--- src/rtl/sgdma_desc_fetcher.sv ---
// Walks a linked chain of 32-byte descriptors over Avalon-MM and offers each owned one to the datapath. Optional irq/irq_clear ports come with SGDMA_DESC_FETCHER_IRQ_EN.
// Latency: 8 single reads (>= 2 cycles each) plus 1 check cycle per offer; the completion write-back is issued on the cycle after xfer_done.
// Backpressure: bus requests are held while m_waitrequest=1; the offer is held until desc_ready or stop.
module sgdma_desc_fetcher #(
  parameter int ADDR_W   = 32,
  parameter int MAX_DESC = 0
) (
  input  logic              clk,
  input  logic              reset_n,
  input  logic              start,
  input  logic [ADDR_W-1:0] head_ptr,
  input  logic              stop,
  output logic              busy,
  output logic              chain_done,
  output logic              chain_err,
  output logic [ADDR_W-1:0] m_address,
  output logic              m_read,
  output logic              m_write,
  output logic [31:0]       m_writedata,
  output logic [3:0]        m_byteenable,
  input  logic              m_waitrequest,
  input  logic [31:0]       m_readdata,
  input  logic              m_readdatavalid,
  output logic              desc_valid,
  input  logic              desc_ready,
  output logic [31:0]       desc_src,
  output logic [31:0]       desc_dst,
  output logic [15:0]       desc_len,
  input  logic              xfer_done,
  input  logic [15:0]       xfer_bytes,
`ifdef SGDMA_DESC_FETCHER_IRQ_EN
  output logic              irq,
  input  logic              irq_clear,
`endif
  input  logic [7:0]        xfer_status
);

  localparam logic [2:0] S_IDLE  = 3'd0;
  localparam logic [2:0] S_RD    = 3'd1;
  localparam logic [2:0] S_CHECK = 3'd2;
  localparam logic [2:0] S_OFFER = 3'd3;
  localparam logic [2:0] S_WAIT  = 3'd4;
  localparam logic [2:0] S_WB    = 3'd5;

  logic [2:0]        state;
  logic [ADDR_W-1:0] ptr;
  logic [2:0]        rd_idx;
  logic              rd_wait;
  logic              stop_seen;
  logic [31:0]       w0, w2, w4;
  logic [15:0]       w6_len;
  logic [7:0]        w7_hi;
  logic [31:0]       cnt;
  logic [31:0]       cnt_nxt;
  logic              max_hit;

  assign m_byteenable = 4'hF;
  assign desc_src     = w0;
  assign desc_dst     = w2;
  assign desc_len     = w6_len;
  assign cnt_nxt      = cnt + 32'd1;
  assign max_hit      = (MAX_DESC != 0) && (cnt_nxt == 32'(MAX_DESC));

  always_ff @(posedge clk or negedge reset_n) begin
    if (!reset_n) begin
      state       <= S_IDLE;
      ptr         <= '0;
      rd_idx      <= 3'd0;
      rd_wait     <= 1'b0;
      stop_seen   <= 1'b0;
      w0          <= 32'd0;
      w2          <= 32'd0;
      w4          <= 32'd0;
      w6_len      <= 16'd0;
      w7_hi       <= 8'd0;
      cnt         <= 32'd0;
      busy        <= 1'b0;
      chain_done  <= 1'b0;
      chain_err   <= 1'b0;
      m_address   <= '0;
      m_read      <= 1'b0;
      m_write     <= 1'b0;
      m_writedata <= 32'd0;
      desc_valid  <= 1'b0;
    end else begin
      chain_done <= 1'b0;
      case (state)
        S_IDLE: begin
          if (start) begin
            if (head_ptr[4:0] != 5'd0) begin
              chain_err  <= 1'b1;
              chain_done <= 1'b1;
            end else begin
              ptr       <= head_ptr;
              chain_err <= 1'b0;
              busy      <= 1'b1;
              cnt       <= 32'd0;
              stop_seen <= 1'b0;
              rd_idx    <= 3'd0;
              m_read    <= 1'b1;
              m_address <= head_ptr;
              state     <= S_RD;
            end
          end
        end
        S_RD: begin
          if (stop) stop_seen <= 1'b1;
          if (m_read && !m_waitrequest) begin
            m_read  <= 1'b0;
            rd_wait <= 1'b1;
          end
          if (rd_wait && m_readdatavalid) begin
            rd_wait <= 1'b0;
            case (rd_idx)
              3'd0:    w0     <= m_readdata;
              3'd2:    w2     <= m_readdata;
              3'd4:    w4     <= m_readdata;
              3'd6:    w6_len <= m_readdata[15:0];
              3'd7:    w7_hi  <= m_readdata[31:24];
              default: ;
            endcase
            // a stop seen at any point of the walk ends it once the in-flight read lands
            if (stop || stop_seen) begin
              state      <= S_IDLE;
              busy       <= 1'b0;
              chain_done <= 1'b1;
            end else if (rd_idx == 3'd7) begin
              state <= S_CHECK;
            end else begin
              rd_idx    <= rd_idx + 3'd1;
              m_read    <= 1'b1;
              m_address <= ptr + ADDR_W'({rd_idx + 3'd1, 2'b00});
            end
          end
        end
        S_CHECK: begin
          if (!w7_hi[7]) begin
            state      <= S_IDLE;
            busy       <= 1'b0;
            chain_done <= 1'b1;
          end else begin
            desc_valid <= 1'b1;
            state      <= S_OFFER;
          end
        end
        S_OFFER: begin
          if (desc_ready) begin
            desc_valid <= 1'b0;
            state      <= S_WAIT;
          end else if (stop) begin
            desc_valid <= 1'b0;
            state      <= S_IDLE;
            busy       <= 1'b0;
            chain_done <= 1'b1;
          end
        end
        S_WAIT: begin
          if (xfer_done) begin
            m_write     <= 1'b1;
            m_address   <= ptr + ADDR_W'(28);
            m_writedata <= {1'b0, w7_hi[6:0], xfer_status, xfer_bytes};
            state       <= S_WB;
          end
        end
        S_WB: begin
          if (!m_waitrequest) begin
            m_write <= 1'b0;
            cnt     <= cnt_nxt;
            if (w7_hi[6] || stop || max_hit || (w4[4:0] != 5'd0)) begin
              // a bad link only counts as an error when the chain would otherwise follow it
              if (!(w7_hi[6] || stop || max_hit)) chain_err <= 1'b1;
              state      <= S_IDLE;
              busy       <= 1'b0;
              chain_done <= 1'b1;
            end else begin
              ptr       <= ADDR_W'(w4);
              rd_idx    <= 3'd0;
              m_read    <= 1'b1;
              m_address <= ADDR_W'(w4);
              stop_seen <= 1'b0;
              state     <= S_RD;
            end
          end
        end
        default: state <= S_IDLE;
      endcase
    end
  end

`ifdef SGDMA_DESC_FETCHER_IRQ_EN
  always_ff @(posedge clk or negedge reset_n) begin
    if (!reset_n)        irq <= 1'b0;
    else if (chain_done) irq <= 1'b1;
    else if (irq_clear)  irq <= 1'b0;
  end
`endif

endmodule

--- config.mk ---
export PLATFORM = sky130hd
export DESIGN_NAME = sgdma_desc_fetcher
export DESIGN_NICKNAME = d
export VERILOG_FILES = /design/src/rtl/sgdma_desc_fetcher.sv
export SDC_FILE = /design/constraint.sdc
export NUM_CORES = 1
export LEC_CHECK = 0
export BUFFER_PORTS_ARGS = -buffer_cell sky130_fd_sc_hd__buf_2
export CAP_MARGIN = 40
export CORE_ASPECT_RATIO = 1.2
export CORE_MARGIN = 3
export CORE_UTILIZATION = 25
export CTS_CLUSTER_SIZE = 28
export DETAILED_ROUTE_END_ITERATION = 12
export HOLD_SLACK_MARGIN = 0.03
export PLACE_DENSITY = 0.49
export SLEW_MARGIN = 10
export SYNTH_ARGS = -nofsm -noshare
export SYNTH_HDL_FRONTEND = slang
export SYNTH_SLANG_ARGS = --single-unit
--- constraint.sdc ---
create_clock -name clk -period 4.5 [get_ports clk]
set_input_delay 0.9 -clock clk [delete_from_list [all_inputs] [get_ports clk]]
set_output_delay 0.9 -clock clk [all_outputs]
set_load 0.005 [all_outputs]
==> results of run 1 <==
==> stage by stage <==
step                util [%]  cell area, um^2  worst slack (ns)  hold slack (ns)
finish                  31.8            13000              1.28            0.404
global route            31.8            13000              1.03            0.478
CTS                     31.8            13000              1.32            0.444
detailed placement      29.9            12200              1.15            0.471
global placement        29.9            12200              1.24            0.469
floorplan                  -            10400              1.66            0.465
==> placed cells by master (no fill, tap or decap), types with 6 or more instances in the layout <==
master,instances
inv_1,11
clkbuf_16,27
and3_1,6
and2_1,10
buf_4,20
o21ai_0,9
dfrtp_1,229
ha_1,7
nand3_1,16
a21oi_1,43
mux2_2,154
clkbuf_1,10
nor4_1,9
a41oi_1,7
nor2b_1,7
a31oi_1,20
xnor2_1,8
nor2_1,45
mux2_1,15
buf_2,243
mux2i_1,26
nand4_1,9
nor3_1,11
nand2_1,74
==> registers in the layout, indices dropped and copies added (netlist names) <==
name and count:
chain_done 1, state 3, desc_src 32, stop_seen 1
busy 1, w4 32, desc_len 16, chain_err 1
ptr 32, rd_wait 1, m_address 32, desc_dst 32
m_write 1, rd_idx 3, desc_valid 1, m_read 1
m_writedata 31, w7_hi 8
==> final cells by class <==
class | count | share of cell area (%)
Sequential cell | 229 | 44.1
Multi-Input combinational cell | 565 | 33.5
Antenna cell | 1 | 0.0193
Timing Repair Buffer | 265 | 10.8
Tap cell | 539 | 5.19
Clock buffer | 41 | 5.92
Inverter | 11 | 0.318
Clock inverter | 2 | 0.0771
==> worst reg2reg max path, cell delays in order (launching register included) <==
cell	delay (ns)
dfrtp_1	0.68
inv_1	0.29
nor4_2	0.77
and3_2	0.53
buf_4	0.43
mux2_2	0.41
==> path summary, 6_finish.rpt <==
| check | depth (start not counted) | start | slack (ns) | to |
|---|---|---|---|---|
| max in group asynchronous | 2 | reset_n | 3.12 | m_writedata[5]$_DFFE_PN0P_ |
| hold / removal | 1 | reset_n | 0.40 | desc_dst[17]$_DFFE_PN0P_ |
| setup / recovery | 5 | state[0]$_DFFE_PN0P_ | 1.28 | desc_src[12]$_DFFE_PN0P_ |
| hold reg to reg | 1 | m_address[28]$_DFFE_PN0P_ | 0.48 | m_address[28]$_DFFE_PN0P_ |
| setup reg to reg | 5 | state[0]$_DFFE_PN0P_ | 1.28 | desc_src[12]$_DFFE_PN0P_ |
| min in group clk | 1 | m_address[28]$_DFFE_PN0P_ | 0.48 | m_address[28]$_DFFE_PN0P_ |
==> metal layers <==
metal / GRT usage [%] / vias to the layer above / wire (um)
met3: 2.30 / 40 / 1630
li1: - / 3575 / -
met1: 18.4 / 3913 / 13100
met2: 25.9 / 197 / 16700
met4: 3.99 / 0 / 712
met5: 0 / - / 0
==> kinds of logic after synthesis <==
kind of cell             Yosys count  share of synthesized area [%]
flip-flops                       229                           55.4
AND/OR/NAND/NOR                  219                           10.6
multiplexers                     195                           20.9
AO/OA/AOI/OAI                    127                           8.19
buffers and inverters             65                           2.87
XOR/XNOR                          11                          0.931
adder cells (fa/ha/maj)            8                           1.04
other                              2                         0.0726
==> power by group through the flow <==
stage,registers (W),logic (W),clock network (W)
floorplan,0.00349,0.00231,0
global placement,0.00359,0.00373,0
detailed placement,0.00360,0.00378,0
CTS,0.00357,0.00379,0.00205
global route,0.00370,0.00413,0.00214
finish,0.00357,0.00372,0.00197
==> synth_stat cells, types with 5 or more instances <==
cell | n | area share (%)
dfrtp_1 | 229 | 55
mux2_2 | 154 | 17
a21oi_1 | 43 | 2.1
buf_1 | 6 | 0.22
buf_4 | 6 | 0.44
xnor2_1 | 8 | 0.68
mux2i_1 | 26 | 2.5
inv_1 | 11 | 0.40
nor2b_1 | 7 | 0.42
nand4_1 | 9 | 0.54
a211oi_1 | 5 | 0.36
ha_1 | 7 | 0.85
nor3_1 | 11 | 0.53
o31a_1 | 5 | 0.42
nand3_1 | 18 | 0.87
a41oi_1 | 7 | 0.59
mux2_1 | 15 | 1.6
and2_1 | 10 | 0.60
a31oi_1 | 20 | 1.2
a222oi_1 | 5 | 0.48
nor4_1 | 9 | 0.54
and4_1 | 5 | 0.42
nor2_1 | 45 | 1.6
nand2_1 | 74 | 2.7
and3_1 | 7 | 0.42
o21ai_0 | 9 | 0.44
buf_2 | 12 | 0.58
clkbuf_1 | 28 | 1.0
==> results_dict.tcl, run 1 <==
set metrics [dict create \
    grt_max_degree 107 \
    ys_seq_area_share_pct 55.4 \
    rsz0062_at_grt "no" \
    yosys.cell_types.count 61 \
    p_leak_nw 6.27 \
    slew_headroom_pct 43.1 \
    root_buffer "clkbuf_16" \
    p_clk_share_pct 21.3 \
    fin_crit_sh_pct 71.5 \
    cts.reportedPaths.clkPinSlew_ns 0.06 \
    worstPathMaxFanout 22 \
    period_minus_slack_ns 3.22 \
    hpwl_mm 23.5 \
    grt_pass1_wl_mm 50.1 \
    power.share.switching_pct 37.1 \
    crit_path_cell_trace "inv_1 -> nor4_2 -> and3_2 -> buf_4 -> mux2_2" \
    crit_family "simple AND/OR/NAND/NOR gates" \
    status "complete, no violations" \
    maxCapViolations 0 \
    nFillCells 4183 \
    critPathLaunchType "register" \
    die_h_um 229 \
    die_w_um 192 \
    p_seq_share_pct 38.6 \
    critPathKind "register to register" \
    fin_skew_ns 0.0127 \
    first_pass_iters 6 \
    post-cts-setup-buffers 0 \
    p_comb_share_pct 40.1 \
    cts_num_sinks 229 \
    routed_wirelength_mm 32.2 \
    post_cts_resized 0 \
    hold_class "input pin to async pin" \
    clkLatencyLatePin_ns 0.53 \
    cts.hold.buffers_added 0 \
    p_per_area_mw_per_mm2 713 \
    ys.flop_type "dfrtp_1" \
    grt_pass1_vias 8036 \
    die_area_mm2 0.0439 \
    yosysWarnings 0 \
    numPortBuffers 244 \
    slew_viol_final 0 \
    setup_tns_ns 0 \
    p_int_w 0.00583 \
    worstPathArrival_ns 3.63 \
    layout.area.seq_mm2 0.00573 \
    dp.cells 1609 \
    drive_gt1_share_pct 41.7 \
    drt_iter0_markers 544 \
    cpMaxStageDelayCell "nor4_2" \
    antenna_found_initial 1 \
    cts.path.max_buffers 3 \
    grt_use_total_pct 14.6 \
    layout.nets 1202 \
    grt_overflow 0 \
    peakVddDrop_mv 0.311 \
    worst_ep_required_time_ns 4.92 \
    synthArstFlopShare_pct 100 \
    crit_buf_inv 2 \
    place.gp.congestion 0.836 \
    avgSynthCellArea_um2 12.1 \
    critPathMaxStageDelay_ns 0.76 \
    cts_htree_levels 1 \
    dr_total_vias 7725 \
    initial_core_util_pct 25.3 \
    ant_nets 0 \
    vias_per_cell 4.67 \
    hold_viol_final 0 \
    wl_per_cell_um 19.5 \
    fmax_mhz 311 \
    syn_inst 856 \
    cp-end-kind "register" \
    syn_to_final_growth_pct 25.5 \
    synth_edf_count 0 \
    cts_buffers 26 \
    power_w 0.00926 \
    ys_ff_latch 229 \
    setup_violations 0 \
    core-area_mm2 0.0408 \
    rows 81 \
    ios 250 \
    cts_tree "yes" \
    multiInputGateArea_mm2 0.00435 \
    synth_area_mm2 0.0103 \
    tightest_slew_ns 0.853 \
    drc 0 \
    p_switching_w 0.00343 \
    stdcell_count 1653 \
]
No activity file was read; power rests on OpenSTA's default activity.
==> run 2: changes to the inputs <==
- clock period: 4.5 -> 3.37 ns (I/O delays scaled with it)
==> run 2 against run 1 <==
- count of clock-buffer cells in the layout is 5 lower
- largest cell class unchanged
- critical endpoint is now m_address[21]$_DFFE_PN0P_
- largest power group unchanged
- critical path depth is 4 higher
- die area stayed put
- sequential cell count stayed put
- core utilization is 0.41 points higher
==> results_dict.tcl, run 2 (synthesis results as in run 1) <==
set metrics [dict create \
    status "complete, no violations" \
    first_pass_iters 5 \
    fin_crit_sh_pct 91.5 \
    cp-end-kind "register" \
    tightest_slew_ns 0.844 \
    grt_max_degree 87 \
    hpwl_mm 23.9 \
    hold_viol_final 0 \
    die_area_mm2 0.0439 \
    critPathKind "register to register" \
    grt_use_total_pct 14.6 \
    cts_tree "yes" \
    cts.path.max_buffers 3 \
    numPortBuffers 244 \
    critPathLaunchType "register" \
    holdWs_ns 0.168 \
    p_leak_nw 6.34 \
    critPathMaxStageDelay_ns 0.65 \
    clkLatencyLatePin_ns 0.54 \
    vias_per_cell 4.72 \
    cts_buffers 26 \
    drc 0 \
    crit_buf_inv 0 \
    antenna_found_initial 3 \
    post_cts_resized 0 \
    rows 81 \
    drt_iter0_markers 612 \
    initial_core_util_pct 25.3 \
    nFillCells 4205 \
    wl_per_cell_um 19.5 \
    layout_commonest_cell "buf_2" \
    core-area_mm2 0.0408 \
    post-cts-setup-buffers 0 \
    drive_gt1_share_pct 42.4 \
    ios 250 \
    maxCapViolations 0 \
    r2r_cells 9 \
    multiInputGateArea_mm2 0.00435 \
    slew_viol_final 0 \
    syn_to_final_growth_pct 27.1 \
    cpMaxStageDelayCell "a211oi_1" \
    cts_num_sinks 229 \
    crit_family "adder cells" \
    crit_start "rd_idx[0]$_DFFE_PN0P_" \
    grt_overflow 0 \
    ant_nets 0 \
    final_cell_mix "buf_2 (243), dfrtp_1 (229), mux2_2 (154)" \
    routed_wirelength_mm 32.4 \
    cts_htree_levels 1 \
    root_buffer "clkbuf_16" \
    hold_class "input pin to async pin" \
    setup_tns_ns 0 \
    fmax_mhz 324 \
    fin_skew_ns 0.0118 \
    rsz0062_at_grt "no" \
    setup_violations 0 \
    grt_pass1_vias 8111 \
    cts.reportedPaths.clkPinSlew_ns 0.06 \
    p_per_area_mw_per_mm2 963 \
    place.gp.congestion 0.851 \
    layout.nets 1207 \
    period_minus_slack_ns 3.08 \
    layout.area.seq_mm2 0.00573 \
    r2r-start "rd_idx[0]$_DFFE_PN0P_" \
    worstPathMaxFanout 7 \
    grt_pass1_wl_mm 49.7 \
    cpMostUsedCell "ha_1" \
    r2r-end "m_address[21]$_DFFE_PN0P_" \
    die_w_um 192 \
    peakVddDrop_mv 0.448 \
    crit_path_cell_trace "ha_1 -> ha_1 -> nand2b_1 -> ha_1 -> nand3_1 -> a211oi_1 -> and4_1 -> a221oi_1 -> mux2_1" \
    cts.hold.buffers_added 0 \
    reg2reg_slack_ns 0.29 \
    worst_ep_required_time_ns 3.80 \
    die_h_um 229 \
    slew_headroom_pct 43.3 \
    worstPathArrival_ns 3.51 \
    dr_total_vias 7857 \
]
-- run 2: final cells by class --
| class | count | area share [%] |
|---|---|---|
| Timing Repair Buffer | 270 | 11.3 |
| Multi-Input combinational cell | 565 | 33.1 |
| Clock buffer | 36 | 5.54 |
| Antenna cell | 3 | 0.0571 |
| Inverter | 11 | 0.314 |
| Clock inverter | 11 | 0.980 |
| Tap cell | 539 | 5.13 |
| Sequential cell | 229 | 43.6 |
-- run 2: stage by stage --
stage / util, % / power (W) / setup slack [ns] / cells / cell area, um^2
after global placement: 30.1 / 0.00983 / 0.387 / 1614 / 12300
final: 32.2 / 0.0127 / 0.288 / 1664 / 13200
after CTS: 32.2 / 0.0128 / 0.318 / 1661 / 13100
after floorplan: - / 0.00774 / 0.631 / 859 / 10400
after global routing: 32.2 / 0.0136 / 0.114 / 1663 / 13100
after detailed placement: 30.1 / 0.00992 / 0.342 / 1614 / 12300
-- run 2: where the power goes --
part | internal (W) | switching (W) | total, W
Combinational | 0.00234 | 0.00274 | 0.00508
Sequential | 0.00394 | 0.000785 | 0.00473
Clock | 0.00167 | 0.00118 | 0.00285
Total | 0.00796 | 0.00470 | 0.0127
-- run 2: per-layer routing --
| layer | vias up | part of all wire, % | track usage (%) |
|---|---|---|---|
| met5 | - | 0.040 | 0 |
| met4 | 2 | 2.7 | 4.45 |
| met3 | 53 | 5.1 | 2.33 |
| met2 | 225 | 52 | 26.0 |
| met1 | 3986 | 40 | 18.0 |
| li1 | 3591 | - | - |
-- run 2: worst max path at each step --
| stage | end | slack (ns) | depth (start not counted) |
|---|---|---|---|
| after global routing | m_address[5]$_DFFE_PN0P_ | 0.11 | 9 |
| after detailed placement | m_address[21]$_DFFE_PN0P_ | 0.34 | 9 |
| after CTS | m_address[21]$_DFFE_PN0P_ | 0.32 | 9 |
| after global placement | m_address[21]$_DFFE_PN0P_ | 0.39 | 9 |
| after floorplan | m_address[27]$_DFFE_PN0P_ | 0.63 | 10 |
| final | m_address[21]$_DFFE_PN0P_ | 0.29 | 9 |
==> run 3: changes to the inputs <==
--- a/config.mk
+++ b/config.mk
@@ -14,5 +14,5 @@
 export DETAILED_ROUTE_END_ITERATION = 12
 export HOLD_SLACK_MARGIN = 0.03
-export PLACE_DENSITY = 0.49
+export PLACE_DENSITY_LB_ADDON = 0.1
 export SLEW_MARGIN = 10
 export SYNTH_ARGS = -nofsm -noshare
==> constraint.sdc (replaced) <==
create_clock -name clk -period 3.37 [get_ports clk]
set_input_delay 0.337 -clock clk [delete_from_list [all_inputs] [get_ports clk]]
set_output_delay 0.337 -clock clk [all_outputs]
set_load 0.005 [all_outputs]
==> run 3 against run 2 <==
- critical path depth unchanged
- sequential cell count did not move
- via count rose by 0.10%
- wire length is 4.1% higher
- largest cell class unchanged
- clock power up 7.0%
- die area did not move
- non-clock buffer count grew 30
- first-iteration DRC count down 33%
==> results_dict.tcl, run 3 (synthesis results as in run 1) <==
set metrics [dict create \
    crit_start "rd_idx[0]$_DFFE_PN0P_" \
    r2r-start "rd_idx[0]$_DFFE_PN0P_" \
    grt_overflow 0 \
    cts.path.max_buffers 3 \
    die_area_mm2 0.0439 \
    status "complete, no violations" \
    post_cts_resized 0 \
    crit_buf_inv 0 \
    p_per_area_mw_per_mm2 955 \
    cts.reportedPaths.clkPinSlew_ns 0.06 \
    min-delay-start "head_ptr[28]" \
    slew_headroom_pct 48.5 \
    grt_max_degree 88 \
    insertedDiodeCount 0 \
    cts_htree_levels 1 \
    fin_skew_ns 0.0112 \
    ios 250 \
    drc 0 \
    die_h_um 229 \
    power_w 0.0129 \
    final_cell_mix "buf_2 (243), dfrtp_1 (229), mux2_2 (154)" \
    setup_violations 0 \
    core-area_mm2 0.0408 \
    p_switching_w 0.00475 \
    cpMostUsedCell "ha_1" \
    reg2reg_slack_ns 0.34 \
    setup_tns_ns 0 \
    layout.nets 1239 \
    crit_family "adder cells" \
    postLayoutSetupSlackWorst_ns 0.339 \
    p_clk_share_pct 23.6 \
    fmax_mhz 330 \
    post-cts-setup-buffers 0 \
    syn_to_final_growth_pct 30.7 \
    rsz0062_at_grt "no" \
    critPathLaunchType "register" \
    tightest_slew_ns 0.773 \
    hpwl_mm 24.4 \
    hold_depth 3 \
    dr_total_vias 7865 \
    first_pass_iters 4 \
    maxCapViolations 0 \
    placed_area_mm2 0.0123 \
    drive_gt1_share_pct 41.6 \
    root_buffer "clkbuf_16" \
    critPathMaxStageDelay_ns 0.61 \
    worstPathMaxFanout 7 \
    place.gp.congestion 0.781 \
    wl_per_cell_um 19.9 \
    grt_pass1_vias 8360 \
    layout_commonest_cell "buf_2" \
    endpoint "m_address[21]$_DFFE_PN0P_" \
    die_w_um 192 \
    p_comb_share_pct 39.5 \
    slew_viol_final 0 \
    path_depth 9 \
    cts_tree "yes" \
    hold_viol_final 0 \
    cts_buffers 28 \
    p_int_w 0.00817 \
    r2r-end "m_address[21]$_DFFE_PN0P_" \
    vias_per_cell 4.64 \
    crit_path_cell_trace "ha_1 -> ha_1 -> nand2b_1 -> ha_1 -> nand3_1 -> a211oi_1 -> and4_1 -> a221oi_1 -> mux2_1" \
    critPathKind "register to register" \
    peakVddDrop_mv 0.433 \
    worst_ep_required_time_ns 3.80 \
    numPortBuffers 244 \
    routed_wirelength_mm 33.8 \
    hold_class "input pin to register" \
    initial_core_util_pct 25.3 \
    cts_num_sinks 229 \
    p_leak_nw 6.52 \
    holdWs_ns 0.0617 \
    grt_pass1_wl_mm 52.6 \
    cpMaxStageDelayCell "a211oi_1" \
    nFillCells 4159 \
    final_area_mm2 0.0135 \
    period_minus_slack_ns 3.03 \
    p_seq_share_pct 36.9 \
    fin_crit_sh_pct 90.0 \
    dpl_worst_slack_ns 0.353 \
    rows 81 \
    power.share.switching_pct 36.8 \
    clkLatencyLatePin_ns 0.55 \
    antenna_found_initial 1 \
    worstPathArrival_ns 3.47 \
    ant_nets 0 \
    cp-end-kind "register" \
    grt_use_total_pct 15.4 \
    r2r_cells 9 \
    drt_iter0_markers 411 \
]
-- run 3: cell count changes in the layout (fill, tap and decap cells not counted), moves of 2 or more --
cell           before  now
dlygate4sd3_1       0   31
clkbuf_8            4   10
clkbuf_16          26   29
diode_2             3    0
clkbuf_1            6    4
clkinv_2            4    6
clkinvlp_4          2    0
-- run 3: worst min-delay path by stage --
stage,end,slack [ns]
2_1_floorplan,busy$_DFFE_PN0P_,0.04
3_3_place_gp,desc_src[14]$_DFFE_PN0P_,0.41
3_5_place_dp,desc_src[14]$_DFFE_PN0P_,0.42
4_1_cts,ptr[28]$_DFFE_PN0P_,0.03
5_1_grt,desc_dst[22]$_DFFE_PN0P_,0.05
6_report,ptr[28]$_DFFE_PN0P_,0.06
-- run 3: metal layers --
layer	track usage, %	up-vias	wire, um
li1	-	3665	-
met1	19.9	3946	14300
met2	26.6	210	16900
met3	2.90	42	1930
met4	3.37	2	532
met5	0	-	13
-- run 3: power groups by stage --
stage,Clock [W],Combinational (W),Sequential [W]
2_1_floorplan,0,0.00309,0.00465
3_3_place_gp,0,0.00513,0.00482
3_5_place_dp,0,0.00516,0.00484
4_1_cts,0.00318,0.00521,0.00480
5_1_grt,0.00329,0.00567,0.00494
6_report,0.00305,0.00510,0.00477
-- run 3: tightest hold or removal path, cell delays in order --
cell and delay, ns:
buf_2 0.11, nand2_1 0.05, a31oi_1 0.07
-- run 3: final cells by class --
type	count	area, um^2	area share (%)
flip-flops and latches	229	5730	42.4
clock inverters	7	60.1	0.444
well taps	539	674	4.99
clock buffers	43	878	6.49
multi-input cells	565	4350	32.2
repair buffers	300	1790	13.2
inverters	11	41.3	0.305
-- run 3: repair_timing --
item	CTS	global route
hold buffers	31	0
setup endpoints to repair	0	0
hold endpoints to repair	116	0
-- run 3: per-stage QoR --
step	std cells	utilization, %
after floorplan	859	-
after global placement	1613	30.1
after detailed placement	1613	30.1
after CTS	1694	33.1
after global routing	1694	33.1
final	1694	33.1
